**src/rtl/enemy_spawn_scheduler_pkg.sv**
```systemverilog
// enemy_spawn_scheduler_pkg: shared slot state type, spawn coordinates and point lookup.
package enemy_spawn_scheduler_pkg;

    typedef enum logic [1:0] {EMPTY, ALIVE, BOOM, WAIT} slot_state_t;

    localparam logic [9:0] X_SPAWN_0 = 10'd32;
    localparam logic [9:0] X_SPAWN_1 = 10'd192;
    localparam logic [9:0] X_SPAWN_2 = 10'd512;
    localparam logic [9:0] Y_SPAWN   = 10'd32;

    function automatic logic [9:0] spawn_x(input logic [1:0] point);
        return point == 2'd0 ? X_SPAWN_0 : point == 2'd1 ? X_SPAWN_1 : X_SPAWN_2;
    endfunction

endpackage

```
**src/rtl/enemy_slot_fsm.sv**
```systemverilog
// enemy_slot_fsm: one enemy slot lifecycle (EMPTY -> ALIVE -> BOOM -> WAIT -> EMPTY).
//   clk_50MHz, reset (async, active-low)
//   tick         : gated frame tick (already excludes freeze)
//   hit          : destroyed flag from the enemy block, honoured only while ALIVE
//   grant        : spawn grant from the scheduler, honoured only while EMPTY
//   state        : current slot state
//   became_empty : high during the tick on which WAIT expires
module enemy_slot_fsm
    import enemy_spawn_scheduler_pkg::*;
#(
    parameter int BOOM_TICKS    = 8,
    parameter int RESPAWN_TICKS = 120
) (
    input  logic        clk_50MHz,
    input  logic        reset,
    input  logic        tick,
    input  logic        hit,
    input  logic        grant,
    output slot_state_t state,
    output logic        became_empty
);

    localparam logic [7:0] BOOM_LAST = 8'(BOOM_TICKS - 1);
    localparam logic [7:0] WAIT_LAST = 8'(RESPAWN_TICKS - 1);

    slot_state_t state_q, state_d;
    logic [7:0]  cnt_q, cnt_d;

    always_ff @(posedge clk_50MHz or negedge reset) begin
        if (!reset) begin
            state_q <= EMPTY;
            cnt_q   <= '0;
        end else begin
            state_q <= state_d;
            cnt_q   <= cnt_d;
        end
    end

    always_comb begin
        state_d      = state_q;
        cnt_d        = cnt_q;
        became_empty = 1'b0;
        if (tick) begin
            case (state_q)
                EMPTY: state_d = grant ? ALIVE : EMPTY;
                ALIVE: if (hit) begin
                    state_d = BOOM;
                    cnt_d   = '0;
                end
                BOOM: if (cnt_q == BOOM_LAST) begin
                    state_d = WAIT;
                    cnt_d   = '0;
                end else begin
                    cnt_d = cnt_q + 8'd1;
                end
                WAIT: if (cnt_q == WAIT_LAST) begin
                    state_d      = EMPTY;
                    became_empty = 1'b1;
                end else begin
                    cnt_d = cnt_q + 8'd1;
                end
                default: state_d = EMPTY;
            endcase
        end
    end

    assign state = state_q;

endmodule

```
**src/rtl/enemy_spawn_scheduler.sv**
```systemverilog
// enemy_spawn_scheduler: schedules enemy slots, round-robin spawn points, kill counting and level clear.
//   clk_50MHz, reset (async, active-low)
//   refresh_tick  : one-clk frame pulse, the only time anything advances
//   freeze        : ignore ticks entirely while high
//   enemy_hit     : per-slot destroyed flags
//   point_blocked : per-point occupied flags
//   slot_alive, slot_boom : per-slot state decode
//   spawn_valid, spawn_slot, spawn_point, x_spawn, y_spawn : spawn event (pulse) and its held data
//   remaining, kills, level_clear : level progress
module enemy_spawn_scheduler
    import enemy_spawn_scheduler_pkg::*;
#(
    parameter int NUM_SLOTS     = 3,
    parameter int NUM_POINTS    = 3,
    parameter int TOTAL_ENEMIES = 20,
    parameter int BOOM_TICKS    = 8,
    parameter int RESPAWN_TICKS = 120
) (
    input  logic                  clk_50MHz,
    input  logic                  reset,
    input  logic                  refresh_tick,
    input  logic                  freeze,
    input  logic [NUM_SLOTS-1:0]  enemy_hit,
    input  logic [NUM_POINTS-1:0] point_blocked,
    output logic [NUM_SLOTS-1:0]  slot_alive,
    output logic [NUM_SLOTS-1:0]  slot_boom,
    output logic                  spawn_valid,
    output logic [1:0]            spawn_slot,
    output logic [1:0]            spawn_point,
    output logic [9:0]            x_spawn,
    output logic [9:0]            y_spawn,
    output logic [4:0]            remaining,
    output logic [4:0]            kills,
    output logic                  level_clear
);

    logic                 tick;
    slot_state_t          state [NUM_SLOTS];
    logic [NUM_SLOTS-1:0] became_empty, grant;
    logic                 cand_valid, pt_valid, do_spawn;
    logic [1:0]           cand, pt;
    logic [5:0]           n_hits, ksum;

    logic [4:0] remaining_q, remaining_d, kills_q, kills_d;
    logic [1:0] rr_q, rr_d, spawn_slot_q, spawn_slot_d, spawn_point_q, spawn_point_d;
    logic [9:0] x_spawn_q, x_spawn_d;
    logic       level_clear_q, level_clear_d, spawn_valid_q;

    assign tick = refresh_tick & ~freeze;

    for (genvar g = 0; g < NUM_SLOTS; g++) begin : g_slot
        enemy_slot_fsm #(
            .BOOM_TICKS   (BOOM_TICKS),
            .RESPAWN_TICKS(RESPAWN_TICKS)
        ) u_slot (
            .clk_50MHz   (clk_50MHz),
            .reset       (reset),
            .tick        (tick),
            .hit         (enemy_hit[g]),
            .grant       (grant[g]),
            .state       (state[g]),
            .became_empty(became_empty[g])
        );
        assign slot_alive[g] = state[g] == ALIVE;
        assign slot_boom[g]  = state[g] == BOOM;
        assign grant[g]      = do_spawn && cand == 2'(g);
    end

    // Scans run high-to-low so the last match left standing is the lowest slot
    // and the first unblocked point at or after rr.
    always_comb begin
        cand_valid = 1'b0;
        cand       = '0;
        pt_valid   = 1'b0;
        pt         = '0;
        n_hits     = '0;
        for (int i = NUM_SLOTS - 1; i >= 0; i--) begin
            if (state[i] == EMPTY && !became_empty[i]) begin
                cand_valid = 1'b1;
                cand       = 2'(i);
            end
            n_hits = n_hits + 6'(slot_alive[i] & enemy_hit[i]);
        end
        for (int k = NUM_POINTS - 1; k >= 0; k--) begin
            if (!point_blocked[(int'(rr_q) + k) % NUM_POINTS]) begin
                pt_valid = 1'b1;
                pt       = 2'((int'(rr_q) + k) % NUM_POINTS);
            end
        end
    end

    assign do_spawn = tick && !level_clear_q && remaining_q != '0 && cand_valid && pt_valid;
    assign ksum     = {1'b0, kills_q} + n_hits;

    always_comb begin
        remaining_d   = do_spawn ? remaining_q - 5'd1 : remaining_q;
        kills_d       = !tick ? kills_q : ksum > 6'd31 ? 5'd31 : ksum[4:0];
        rr_d          = !do_spawn ? rr_q : pt == 2'(NUM_POINTS - 1) ? 2'd0 : pt + 2'd1;
        spawn_slot_d  = do_spawn ? cand : spawn_slot_q;
        spawn_point_d = do_spawn ? pt : spawn_point_q;
        x_spawn_d     = do_spawn ? spawn_x(pt) : x_spawn_q;
        // Condition is judged on start-of-tick values: the level is done once the
        // quota is spent, every kill is in, and nothing is still alive or exploding.
        level_clear_d = level_clear_q || (tick && remaining_q == '0 &&
                        kills_q == 5'(TOTAL_ENEMIES) && !(|(slot_alive | slot_boom)));
    end

    always_ff @(posedge clk_50MHz or negedge reset) begin
        if (!reset) begin
            remaining_q   <= 5'(TOTAL_ENEMIES);
            kills_q       <= '0;
            rr_q          <= '0;
            level_clear_q <= 1'b0;
            spawn_valid_q <= 1'b0;
            spawn_slot_q  <= '0;
            spawn_point_q <= '0;
            x_spawn_q     <= X_SPAWN_0;
        end else begin
            remaining_q   <= remaining_d;
            kills_q       <= kills_d;
            rr_q          <= rr_d;
            level_clear_q <= level_clear_d;
            spawn_valid_q <= do_spawn;
            spawn_slot_q  <= spawn_slot_d;
            spawn_point_q <= spawn_point_d;
            x_spawn_q     <= x_spawn_d;
        end
    end

    assign remaining   = remaining_q;
    assign kills       = kills_q;
    assign level_clear = level_clear_q;
    assign spawn_valid = spawn_valid_q;
    assign spawn_slot  = spawn_slot_q;
    assign spawn_point = spawn_point_q;
    assign x_spawn     = x_spawn_q;
    assign y_spawn     = Y_SPAWN;

endmodule

```
**config.mk**
```make
export PLATFORM = sky130hd
export DESIGN_NAME = enemy_spawn_scheduler
export DESIGN_NICKNAME = d
export VERILOG_FILES = /design/src/rtl/enemy_spawn_scheduler_pkg.sv /design/src/rtl/enemy_slot_fsm.sv /design/src/rtl/enemy_spawn_scheduler.sv
export SDC_FILE = /design/constraint.sdc
export NUM_CORES = 1
export LEC_CHECK = 0
export BUFFER_PORTS_ARGS = -buffer_cell sky130_fd_sc_hd__buf_2
export CORE_AREA = 2 2 84 86
export DETAILED_ROUTE_END_ITERATION = 16
export DIE_AREA = 0 0 86 88
export HOLD_SLACK_MARGIN = 0.12
export PLACE_DENSITY_LB_ADDON = 0.3
export SLEW_MARGIN = 20
export SYNTH_ARGS = -nofsm -noshare
export SYNTH_HDL_FRONTEND = slang
export SYNTH_SLANG_ARGS = --single-unit
```
**constraint.sdc**
```tcl
create_clock -name clk_50MHz -period 2.1 [get_ports clk_50MHz]
set_clock_uncertainty 0.05 [all_clocks]
set_input_delay 0.105 -clock clk_50MHz [delete_from_list [all_inputs] [get_ports clk_50MHz]]
set_output_delay 0.105 -clock clk_50MHz [all_outputs]
set_load 0.01 [all_outputs]
```
==> flow_summary.yaml <==
run_status:
  status: "complete, but fails checks"
  violations: "setup timing"
cells_and_area:
  mostFrequentLayoutCells: "dfrtp_1, buf_2, nor2_1, nand2_1, buf_4"
  syn_to_final_growth_pct: 17.3
  final_area_um2: 3810
  layout_commonest_cell: "dfrtp_1"
  instances_no_fill: 478
  layout.nets: 432
  layout-drive-gt1-share: 0.286
  n_antenna_cell: 0
critical_path:
  reg2reg_slack_ns: -0.06
  crit_slowest_cell: "fa_1"
  r2r-end: "kills[2]"
  r2r_start: "g_slot[2].u_slot.state[1]"
  end_kind: "flop"
  cp-start-kind: "flop"
  path_cells: "inv_2 > ha_4 > nand2_2 > fa_1 > inv_1 > ha_2 > fa_2 > nand2_2 > xor2_1 > nand2_1"
  worst_path_most_repeated_cell: "nand2_2"
  reg2regPathDepth: 10
  critical_path.max_fanout: 2
  crit_required_ns: 2.26
  crit_arrival_ns: 2.32
  max_stage_delay_ns: 0.50
  worstSetupPathType: "flop to flop"
die:
  ioPinCount: 52
  die_area_um2: 7570
  start_util: 0.489
  die-height_um: 88
  die_width_um: 86
  rows: 30
  core_area_um2: 6640
placed_design:
  dpl_worst_slack_ns: -0.0894
  portBuffers: 35
  dpl_cell_area_um2: 3580
  post-dp-hpwl_um: 4750
  gp_congestion: 0.825
  numPlacedInstances: 463
power:
  p_leak_nw: 1.85
  p_sw_frac: 0.395
  p_int_mw: 2.73
  power.share.sequential: 0.326
  power_frac_comb: 0.523
  p_sw_mw: 1.78
  power_density_nw_per_um2: 1190
  clkPwrFrac: 0.151
  max-vdd-ir-drop_v: 0.000739
logic_synthesis:
  synth_cells: 337
  ys_seq_area_frac: 0.387
  synth_cell_types: 56
  synthArstFlopShare: 1.00
  synth_edf_count: 0
  syn_area_um2: 3250
  syn_area_per_cell_um2: 9.63
  synth_top_area_frac: 0.362
  synth_fa_ha_area_frac: 0.104
  synth_xor_area_frac: 0.0158
  dominantRegCellSynth: "dfrtp_1"
  synthSimpleGateAreaFrac: 0.199
  synth_top_cell_by_area: "dfrtp_1"
  synth_area_leaders: "dfrtp_1, ha_1, buf_4"
  synth_mux_area_frac: 0.0455
  ys_seq_elements: 50
  yosys_warnings: 0
  synth_compound_area_frac: 0.158
  synth_top_family_by_area: "simple AND/OR/NAND/NOR gates"
drt:
  drt_iter0_drc: 70
  dr.pass1.iters: 4
  postRouteAntennaNets: 0
  drcViolationCount: 0
  wl_per_cell_um: 13.5
  viasPerCell: 5.39
  routed-via-count: 2576
  wl_um: 6430
global_route:
  grt-ovfl-total: 0
  grt_max_degree: 51
  antenna_found_initial: 0
  grt_pass1_vias: 2351
  track_usage: 0.178
  grt_pass1_wl_um: 10800
min_path:
  hp-start: "point_blocked[1]"
  min_path_cells: 3
  hold_path.class: "input port to flop"
  min_to: "spawn_point[0]"
timing:
  rsz0062_at_grt: "true"
  finalHoldViolations: 0
  slew_headroom: 0.575
  period_minus_slack_ns: 2.16
  maxSlewViolCount: 0
  setup_violations: 3
  fin_crit_sh: 1.03
  tns_ns: -0.0751
  fin_ws_ns: -0.0586
  worst_pin_slew_ns: 0.637
  max_freq_mhz: 463
cts:
  cts_tree: "built"
  cts_max_level: 2
  clk_pin_slew_worst_paths_ns: 0.10
  cts_inserted_buffers: 5
  clk-insertion-delay-late_ns: 0.31
  cts_buffer_depth: 2
  root_buffer: "clkbuf_8"
  cts_sinks: 50
job:
  cap_viol_max_count: 0
-- Yosys cell counts (all sizes together), types with 2 or more instances --
library cell  number
a31oi              2
dfrtp             47
a21o               8
nor4b              4
nand2b             2
ha                23
nand2             28
a41o               2
conb               2
o22ai              5
nand4bb            2
or3                4
mux2i              2
nor2              29
and3               6
a21oi              6
nand3             14
nand3b             3
or2                2
o21a               5
dfstp              3
inv               26
nor2b             10
nor3               9
and2               3
mux2              11
buf               24
xnor2              4
o41ai              2
o21ai             21
a22o              14
fa                 2
-- metrics by stage --
stage / util / hold slack, ns / power (mW)
CTS: 0.562 / 0.127 / 4.43
global placement: 0.538 / 0.208 / 3.63
global route: 0.573 / 0.166 / 4.88
floorplan: - / -0.241 / 3.00
finish: 0.573 / 0.132 / 4.52
detailed placement: 0.538 / 0.215 / 3.68
-- state kept, by name (all words and copies together) (netlist names) --
| name | count |
|---|---|
| g_slot.u_slot.state | 6 |
| x_spawn | 2 |
| spawn_point | 2 |
| g_slot.u_slot.cnt_q | 24 |
| remaining | 5 |
| spawn_slot | 2 |
| level_clear | 1 |
| kills | 5 |
| spawn_valid | 1 |
| rr_q | 2 |
-- critical path, delay by kind of cell (launching register included) --
kind,cells,cell delay [ns]
and+or+nand+nor,3,0.20
xor gates and xnor gates,1,0.15
buffers and inverters,2,0.12
adders and majority gates,4,1.16
DFF,1,0.40
-- repair_timing --
action                     CTS  global route
pin swaps                    2             1
resized for setup            1            10
gates cloned                 0             0
hold buffers                 2             0
buffers inserted             3             2
hold endpoints to repair    48             0
setup endpoints to repair    3            33
-- layout make-up --
type                    instances  area, µm²
multi-input cells             251       1850
inverters                      26       97.6
clock inverters                 3       40.0
fillers                       573       2840
clock buffers                   5       68.8
repair buffers                 63        390
well taps                      80        100
flip-flops and latches         50       1250
-- cells by family (layout without fill, tap and decap cells) --
logic type | count (synthesis) | in the layout
AO/OA/AOI/OAI | 70 | 70
buffers and inverters | 50 | 97
other | 2 | 16
multiplexers | 13 | 13
flip-flops | 50 | 50
adder cells (fa/ha/maj) | 26 | 26
AND/OR/NAND/NOR | 121 | 121
XOR/XNOR | 5 | 5
-- worst max path at each step --
stage / cells after the start / to / from
after floorplan: 10 / kills[2] / g_slot[2].u_slot.state[1]
after global placement: 10 / kills[2] / g_slot[2].u_slot.state[1]
after detailed placement: 10 / kills[2] / g_slot[2].u_slot.state[1]
after CTS: 10 / kills[2] / g_slot[2].u_slot.state[1]
after global routing: 10 / kills[2] / g_slot[0].u_slot.state[1]
final: 10 / kills[2] / g_slot[2].u_slot.state[1]
-- metal layers --
| layer | part of all wire | wire, µm | GRT usage |
|---|---|---|---|
| met5 | 0 | 0 | 0 |
| met4 | 0.015 | 99 | 0.0548 |
| met3 | 0.038 | 244 | 0.0358 |
| met1 | 0.47 | 3060 | 0.239 |
| met2 | 0.47 | 3040 | 0.292 |
-- power by group through the flow --
stage               Sequential [mW]  Combinational, mW  Clock, mW
floorplan                      1.52               1.47          0
global placement               1.47               2.15          0
detailed placement             1.49               2.20          0
CTS                            1.47               2.25      0.705
global route                   1.51               2.62      0.743
finish                         1.47               2.36      0.683
(Power assumes the default switching activity.)
